File: src/rtl/peripheral_arbiter_axi4_pkg.sv
// Shared widths, field positions and FSM states for the AXI4 write arbiter.
package peripheral_arbiter_axi4_pkg;

  // AW attributes below the address: awlen(4) awsize(3) awburst(2) awlock(1) awcache(4) awprot(3)
  localparam int AW_ATTR_W = 17;
  localparam int AWLEN_LSB = 13;

  function automatic int aw_width(input int id_w, input int addr_w);
    return id_w + addr_w + AW_ATTR_W;
  endfunction

  // {wid, wrdata, wstrb, wlast}
  function automatic int w_width(input int id_w, input int data_w);
    return id_w + data_w + data_w / 8 + 1;
  endfunction

  // {bid, bresp}
  function automatic int b_width(input int id_w);
    return id_w + 2;
  endfunction

  // Widths for the default configuration (ID 4, ADDR 32, DATA 32)
  localparam int AW_W = aw_width(4, 32);
  localparam int W_W  = w_width(4, 32);
  localparam int B_W  = b_width(4);

  typedef enum logic [1:0] {
    ST_IDLE,
    ST_ADDR,
    ST_DATA,
    ST_RESP
  } arb_state_e;

endpackage

File: src/rtl/peripheral_arbiter_rr.sv
// Round-robin pick: first requester at or after ptr, wrapping; one-hot out.
module peripheral_arbiter_rr #(
  parameter int NUM_MASTERS = 2,
  parameter int PTR_W       = 1
) (
  input  logic [NUM_MASTERS-1:0] req,
  input  logic [PTR_W-1:0]       ptr,
  output logic [NUM_MASTERS-1:0] grant
);

  logic             found;
  logic [PTR_W-1:0] idx;

  // Scan from the pointer upward; the first hit wins
  always_comb begin
    grant = '0;
    found = 1'b0;
    idx   = '0;
    for (int k = 0; k < NUM_MASTERS; k++) begin
      idx = PTR_W'((int'(ptr) + k) % NUM_MASTERS);
      if (!found && req[idx]) begin
        grant[idx] = 1'b1;
        found      = 1'b1;
      end
    end
  end

endmodule

File: src/rtl/peripheral_arbiter_write_axi4.sv
// N:1 AXI4 write arbiter, one transaction outstanding, round-robin fairness.
module peripheral_arbiter_write_axi4
  import peripheral_arbiter_axi4_pkg::*;
#(
  parameter int NUM_MASTERS = 2,
  parameter int ID_WIDTH    = 4,
  parameter int ADDR_WIDTH  = 32,
  parameter int DATA_WIDTH  = 32,
  localparam int AW_BITS    = aw_width(ID_WIDTH, ADDR_WIDTH),
  localparam int W_BITS     = w_width(ID_WIDTH, DATA_WIDTH),
  localparam int B_BITS     = b_width(ID_WIDTH)
) (
  input  logic                           aclk,
  input  logic                           aresetn,
  input  logic [NUM_MASTERS-1:0]         m_awvalid,
  output logic [NUM_MASTERS-1:0]         m_awready,
  input  logic [NUM_MASTERS*AW_BITS-1:0] m_aw,
  input  logic [NUM_MASTERS-1:0]         m_wvalid,
  output logic [NUM_MASTERS-1:0]         m_wready,
  input  logic [NUM_MASTERS*W_BITS-1:0]  m_w,
  output logic [NUM_MASTERS-1:0]         m_bvalid,
  input  logic [NUM_MASTERS-1:0]         m_bready,
  output logic [B_BITS-1:0]              m_b,
  output logic                           s_awvalid,
  input  logic                           s_awready,
  output logic [AW_BITS-1:0]             s_aw,
  output logic                           s_wvalid,
  input  logic                           s_wready,
  output logic [W_BITS-1:0]              s_w,
  input  logic                           s_bvalid,
  output logic                           s_bready,
  input  logic [B_BITS-1:0]              s_b
);

  localparam int PTR_W = (NUM_MASTERS > 1) ? $clog2(NUM_MASTERS) : 1;

  arb_state_e             state, state_nxt;
  logic [PTR_W-1:0]       grant, ptr, rr_idx;
  logic [NUM_MASTERS-1:0] rr_grant;
  logic [3:0]             beat, awlen_q;
  logic [AW_BITS-1:0]     aw_sel;
  logic [W_BITS-1:0]      w_sel;
  logic                   last_beat;

  peripheral_arbiter_rr #(
    .NUM_MASTERS (NUM_MASTERS),
    .PTR_W       (PTR_W)
  ) u_rr (
    .req   (m_awvalid),
    .ptr   (ptr),
    .grant (rr_grant)
  );

  // One-hot winner to index
  always_comb begin
    rr_idx = '0;
    for (int k = 0; k < NUM_MASTERS; k++)
      if (rr_grant[k]) rr_idx = PTR_W'(k);
  end

  // Route the granted master's AW/W payload
  always_comb begin
    aw_sel = '0;
    w_sel  = '0;
    for (int k = 0; k < NUM_MASTERS; k++)
      if (grant == PTR_W'(k)) begin
        aw_sel = m_aw[k*AW_BITS +: AW_BITS];
        w_sel  = m_w[k*W_BITS +: W_BITS];
      end
  end

  // wlast is generated from the latched burst length; the master's own flag is ignored
  assign last_beat = (beat == awlen_q);

  // State register
  always_ff @(posedge aclk or negedge aresetn) begin
    if (!aresetn) state <= ST_IDLE;
    else          state <= state_nxt;
  end

  // Grant, fairness pointer, burst length and beat counter
  always_ff @(posedge aclk or negedge aresetn) begin
    if (!aresetn) begin
      grant   <= '0;
      ptr     <= '0;
      beat    <= '0;
      awlen_q <= '0;
    end else begin
      case (state)
        ST_IDLE: if (|m_awvalid) grant <= rr_idx;
        ST_ADDR: if (s_awready) begin
          awlen_q <= aw_sel[AWLEN_LSB +: 4];
          beat    <= '0;
        end
        ST_DATA: if (m_wvalid[grant] && s_wready) beat <= beat + 4'd1;
        ST_RESP: if (s_bvalid && m_bready[grant])
          ptr <= (grant == PTR_W'(NUM_MASTERS - 1)) ? '0 : grant + 1'b1;
        default: ;
      endcase
    end
  end

  // Next state and channel steering; only the granted master sees ready/bvalid
  always_comb begin
    state_nxt = state;
    s_awvalid = 1'b0;
    s_aw      = '0;
    s_wvalid  = 1'b0;
    s_w       = '0;
    s_bready  = 1'b0;
    m_awready = '0;
    m_wready  = '0;
    m_bvalid  = '0;
    m_b       = '0;
    case (state)
      ST_IDLE: if (|m_awvalid) state_nxt = ST_ADDR;
      ST_ADDR: begin
        s_awvalid        = 1'b1;
        s_aw             = aw_sel;
        m_awready[grant] = s_awready;
        if (s_awready) state_nxt = ST_DATA;
      end
      ST_DATA: begin
        s_wvalid        = m_wvalid[grant];
        s_w             = w_sel;
        s_w[0]          = last_beat;
        m_wready[grant] = s_wready;
        if (m_wvalid[grant] && s_wready && last_beat) state_nxt = ST_RESP;
      end
      ST_RESP: begin
        s_bready        = m_bready[grant];
        m_bvalid[grant] = s_bvalid;
        m_b             = s_b;
        if (s_bvalid && m_bready[grant]) state_nxt = ST_IDLE;
      end
      default: state_nxt = ST_IDLE;
    endcase
  end

endmodule

File: config.mk
export PLATFORM = sky130hd
export DESIGN_NAME = peripheral_arbiter_write_axi4
export DESIGN_NICKNAME = d
export VERILOG_FILES = /design/src/rtl/peripheral_arbiter_axi4_pkg.sv /design/src/rtl/peripheral_arbiter_rr.sv /design/src/rtl/peripheral_arbiter_write_axi4.sv
export SDC_FILE = /design/constraint.sdc
export NUM_CORES = 1
export LEC_CHECK = 0
export CORE_AREA = 2 2 123 125
export CTS_CLUSTER_DIAMETER = 30
export DETAILED_ROUTE_END_ITERATION = 16
export DIE_AREA = 0 0 125 127
export GPL_ROUTABILITY_DRIVEN = 0
export HOLD_SLACK_MARGIN = 0.06
export SLEW_MARGIN = 0
export SYNTH_ARGS = -nofsm -noshare
export SYNTH_HDL_FRONTEND = slang
export SYNTH_SLANG_ARGS = --single-unit
File: constraint.sdc
create_clock -name aclk -period 2.3 [get_ports aclk]
set_input_delay 0.23 -clock aclk [delete_from_list [all_inputs] [get_ports aclk]]
set_output_delay 0.23 -clock aclk [all_outputs]
set_load 0.01 [all_outputs]
# ---- Word-level counts from Yosys, hierarchy flattened
# Cells that the tools add are included.
dict set report totals {
  out_inout_bits 109
  ff_bits 12
}
dict set report classes {
  n_eq_ne 9
  n_bitwise 4
  reduce_logical 16
  addsub 3
  mux 38
  n_lt_le_gt_ge 6
}
# cell count
set ops {}
lappend ops {{$mux W53} 2}
lappend ops {{$mux W41} 2}
lappend ops {{$mux W2} 9}
lappend ops {{$mux W1} 17}
lappend ops {{$ne A2 B2 Y1 const B} 5}
lappend ops {{$mux W4} 2}
lappend ops {{$pmux W2 S4} 1}
lappend ops {{$pmux W4 S2} 1}
lappend ops {{$logic_and A1 B1 Y1} 7}
lappend ops {{$and A2 B2 Y2} 3}
lappend ops {{$lt A1 B2 Y1 const B} 3}
lappend ops {{$mux W6} 1}
lappend ops {{$reduce_and A2 Y1} 3}
lappend ops {{$add A4 B1 Y4 const B} 1}
lappend ops {{$eq A2 B2 Y1 const B} 2}
lappend ops {{$eq A4 B4 Y1} 1}
lappend ops {{$reduce_and A4 Y1} 1}
lappend ops {{$demux W1 S1} 3}
lappend ops {{$ge A1 B1 Y1 const B} 3}
lappend ops {{$reduce_and A3 Y1} 1}
lappend ops {{$add A1 B1 Y1 const B} 2}
lappend ops {{$eq A2 B1 Y1 const B} 1}
lappend ops {{$logic_not A2 Y1} 1}
lappend ops {{$or A2 B2 Y2} 1}
lappend ops {{other kinds (3)} 3}

# ---- Depth between registers and ports, before layout
dict set report depth {
  word_depth 8
  mapped_depth 7
}

# ---- By module
# From an unflattened synthesis, not the netlist that was laid out.
dict set report hier_totals {
  cells_unflattened 302
  area_unflattened_um2 2384.8
}
# module cells_each n_inst area_each_um2
set modules_own_cells {}
lappend modules_own_cells {peripheral_arbiter_write_axi4 299 1 2366.0}
lappend modules_own_cells {peripheral_arbiter_rr 3 1 18.8}

# ---- Worst setup path after synthesis
# No wires, ideal clock.
dict set report synth_timing {
  path_kind {register to register}
  startpoint {register state[0]}
  endpoint {register beat[0]}
  period_less_slack_ps 1703
  required_ps 2172
  setup_time_ps 128
  setup_slack_ps 597
  stages_incl_launch_ff 8
  arrival_time_ps 1576
  n_path_buf 1
  cell_sequence {dfrtp_1 > inv_1 > ha_1 > clkbuf_8 > inv_2 > o21ai_1 > and2_1 > mux2_1}
}
dict set report synth_via {
  elab_chain_len 3
  elab_cells_between_ends 7
}
# item line
set synth_rtl {}
lappend synth_rtl {{start, declared} peripheral_arbiter_write_axi4.sv:37} ;# arb_state_e state, state_nxt;
lappend synth_rtl {{start signal, assigned} peripheral_arbiter_write_axi4.sv:78} ;# else state <= state_nxt;
lappend synth_rtl {{$eq A2 B2 Y1 or $eq A2 B1 Y1 (tied branches)} peripheral_arbiter_write_axi4.sv:89} ;# case (state)
lappend synth_rtl {{$ne A2 B2 Y1 (no source line) or $reduce_bool A2 Y1 (tied branches)} n/a}
lappend synth_rtl {{$reduce_and A3 Y1 (no source line)} n/a}
lappend synth_rtl {{end signal, assigned} peripheral_arbiter_write_axi4.sv:95} ;# ST_DATA: if (m_wvalid[grant] && s_wready) beat <= beat + 4'd1;
lappend synth_rtl {{end, declared} peripheral_arbiter_write_axi4.sv:40} ;# logic [3:0] beat, awlen_q;
# Several ways; a longest one is shown, not always the timed one.
# A chain may end at the register's enable or synchronous reset.

# ---- Worst setup path in the final report
dict set report layout_timing {
  startpoint {register state[0]}
  endpoint {output port s_w[38]}
}
dict set report layout_via {
  elab_chain_len 2
}
# item line
set layout_rtl {}
lappend layout_rtl {{$eq A2 B2 Y1} peripheral_arbiter_write_axi4.sv:115} ;# case (state)
lappend layout_rtl {{$mux W41} peripheral_arbiter_write_axi4.sv:115}
lappend layout_rtl {{end, declared} peripheral_arbiter_write_axi4.sv:29} ;# output logic [W_BITS-1:0] s_w,
# No other way between the ends.

==> results by group <==
Critical path
  – Arr. time, crit path: around 2.0 ns
  – WP buf/inv: 4
  – Kind of critical path: reg -> out
  – Worst-path maximum fanout: between 40 and 50
  – Critical-path top delay cell: clkdlybuf4s50_1
  – CP delay by family, top: buffers and inverters
  – Crit path launch type: flip-flop
  – Critical Path End Type: output pin
  – Worst endpoint required time: around 2.1 ns
  – Crit-path cells: inv_1 -> ha_1 -> inv_2 -> buf_12 -> nor2_1 -> clkdlybuf4s50_1
  – Crit-path max cell delay: roughly 0.56 ns

Place
  – DPL Wire Length: roughly 11000 µm
  – Pre-CTS WS: 0.167 ns
  – Buffers added on ports: just over 300

Layout
  – Commonest non-fill, non-tap cell in the layout: clkdlybuf4s50_1
  – Sequential cell area: 304 µm²
  – Fillers: 1414
  – Layout Utilization: 0.409
  – Footprint of the multi-input gates: about 0.0019 mm²
  – Fraction of layout cells with a size suffix above 1: 0.0432
  – Area delta synth->final: 153%
  – Final #Nets: 814
  – Most frequent cells in the layout: clkdlybuf4s50_1 (301), mux2i_1 (95), nor2b_1 (54)

Route
  – Vias: 3286
  – Post-Route WL: around 13000 µm
  – Iteration-0 DRC Markers: about 110
  – Routed Antenna Nets: 0
  – DR pass1 iterations: 4
  – # DRC: 0
  – Via/cell ratio: 4.18
  – Wire length per cell: 16.6 µm

Clock network
  – H-tree Lvls: 1
  – TritonCTS clock tree: done
  – Postcts setup bufs: 0
  – Clk Latency, worst-skew pair: between 0.2 and 0.25 ns
  – Clk buf depth: 2
  – Root Driver: clkbuf_16
  – Reg clk slew, reported paths: about 0.050 ns
  – Number of CTS-inserted buffers: 3
  – CTS Hold Bufs: 0
  – Clk sinks: 12

Power and ir drop
  – Internal power: about 3.1 mW
  – Peak supply drop: between 500 and 600 µV
  – Pwr per Cell Area: about 910 mW/mm²
  – Seq pwr share: 0.084
  – Sw Pwr: 2.24 mW
  – Clock power frac: 0.066
  – Comb power frac: 0.850
  – Pleak: between 2 and 3 nW
  – Sw Share: 0.416

Die
  – Ports: ~310
  – Die Wd: approximately 130 µm
  – Die area: 0.0159 mm²
  – Core ar.: approximately 0.014 mm²
  – Initial core utilization: 0.162
  – Row cnt: 44
  – Die height: between 100 and 150 µm

Global route
  – GRT Util Overall: 0.146
  – First-pass GRT wire length: between 15000 and 20000 µm
  – Vias in the first global route: 3316
  – Largest net degree at the start of global routing: between 40 and 50
  – Initial antenna violation count: 1
  – Overflow after GRT: 0

Timing
  – Slew Limit Fails: 0
  – Min cycle time layout: 2.21 ns
  – Rel. slew slack: 0.608
  – Worst-Margin Slew: between 0.5 and 0.6 ns
  – Final worst slack: between 0.08 and 0.09 ns
  – Final setup vio count: 0
  – Final hold vios: 0
  – RSZ-0062 raised after global routing: yes
  – Period utilization: 0.963
  – Layout Skew: approximately 0.0047 ns
  – Fmax: around 0.45 GHz

Status
  – Status: finished, final reports clean

Yosys
  – Sequential share of the synthesized area: 0.129
  – EDFF count, synth: 0
  – Most common flop cell mapped by yosys: dfrtp_1
  – Synth Register Bits: 12
  – Cell count after synthesis: just under 300
  – Yosys warns: 0
  – Synth Cell Area: ~0.0023 mm²
  – Synth Net Count: ~500
  – Syn_area_per_cell: around 7.8 µm²
  – Ys async rst share: 1.00
  – Synth cell types: 29

Hold path
  – HP Class: in -> async

Flow run
  – MaxCap Viol Count: 0
-- flip-flops by register name, indices dropped and copies added (netlist names) --
register	count
awlen_q	4
beat	4
grant	1
ptr	1
state	2
-- area by class of cell --
class                      instances  area share
timing repair buffer             325       0.571
multi-input combinational        255       0.320
sequential                        12      0.0515
tap                              184      0.0390
clock buffer                       4      0.0150
inverter                           6     0.00381
antenna                            1    0.000424
-- worst paths after layout --
path,startpoint,slack (ns),end,depth (start not counted)
setup / recovery,state[0]$_DFFE_PN0P_,0.09,s_w[38],6
hold / removal,aresetn,0.36,beat[1]$_DFFE_PN0P_,1
setup reg to reg,state[0]$_DFFE_PN0P_,0.32,beat[0]$_DFFE_PN0P_,7
hold reg to reg,awlen_q[3]$_DFFE_PN0P_,0.50,awlen_q[3]$_DFFE_PN0P_,2
max in group asynchronous,aresetn,1.49,grant$_DFFE_PN0P_,1
min in group aclk,awlen_q[3]$_DFFE_PN0P_,0.50,awlen_q[3]$_DFFE_PN0P_,2
-- kinds of logic (layout without fill, tap and decap cells) --
logic type	Yosys count	in the layout	share of synthesized area
AND/OR/NAND/NOR	127	127	0.281
multiplexers	97	97	0.418
buffers and inverters	30	335	0.0661
AO/OA/AOI/OAI	21	21	0.0591
flip-flops	12	12	0.129
adder cells (fa/ha/maj)	6	6	0.0322
XOR/XNOR	4	4	0.0150
other	0	1	0
-- stage by stage --
step | cell area, µm² | cells | TNS (ns) | power [mW] | hold slack, ns
4_1_cts | 5810 | 784 | 0 | 5.29 | 0.379
2_1_floorplan | 2330 | 297 | 0 | 2.71 | -0.0656
3_3_place_gp | 5730 | 780 | 0 | 4.86 | 0.492
6_report | 5910 | 787 | 0 | 5.38 | 0.365
5_1_grt | 5910 | 787 | -0.0674 | 5.74 | 0.404
3_5_place_dp | 5730 | 780 | 0 | 4.92 | 0.489
-- per-layer routing --
layer / vias to the layer above / global-route usage / routed length, µm
met5: - / 0 / 0
met4: 0 / 0.0196 / 70
met3: 8 / 0.0188 / 659
met1: 1521 / 0.168 / 5070
met2: 131 / 0.291 / 7230
li1: 1626 / - / -
-- power by group through the flow --
stage	Combinational, mW	Clock, mW	Sequential, mW
final	4.57	0.355	0.454
after global routing	4.89	0.382	0.474
after CTS	4.48	0.362	0.443
after detailed placement	4.47	0	0.446
after global placement	4.42	0	0.438
after floorplan	2.35	0	0.359
-- synth_stat cells (4+ instances only) --
| cell type | n | area [µm²] |
|---|---|---|
| and2_1 | 7 | 43.8 |
| and3_1 | 4 | 25.0 |
| buf_2 | 7 | 35.0 |
| buf_4 | 6 | 45.0 |
| clkbuf_1 | 10 | 37.5 |
| dfrtp_1 | 12 | 300 |
| ha_1 | 6 | 75.1 |
| inv_1 | 5 | 18.8 |
| mux2i_1 | 95 | 951 |
| nand2_1 | 7 | 26.3 |
| nor2_1 | 50 | 188 |
| nor2b_1 | 54 | 338 |
| o21ai_0 | 8 | 40.0 |
| xor2_1 | 4 | 35.0 |
-- timing repair --
action,CTS,global route
gates resized for setup,1,11
cloned,0,2
pin swaps,0,0
hold endpoints to repair,0,0
endpoints found under the setup margin,1,7
No activity file was read; power rests on OpenSTA's default activity.
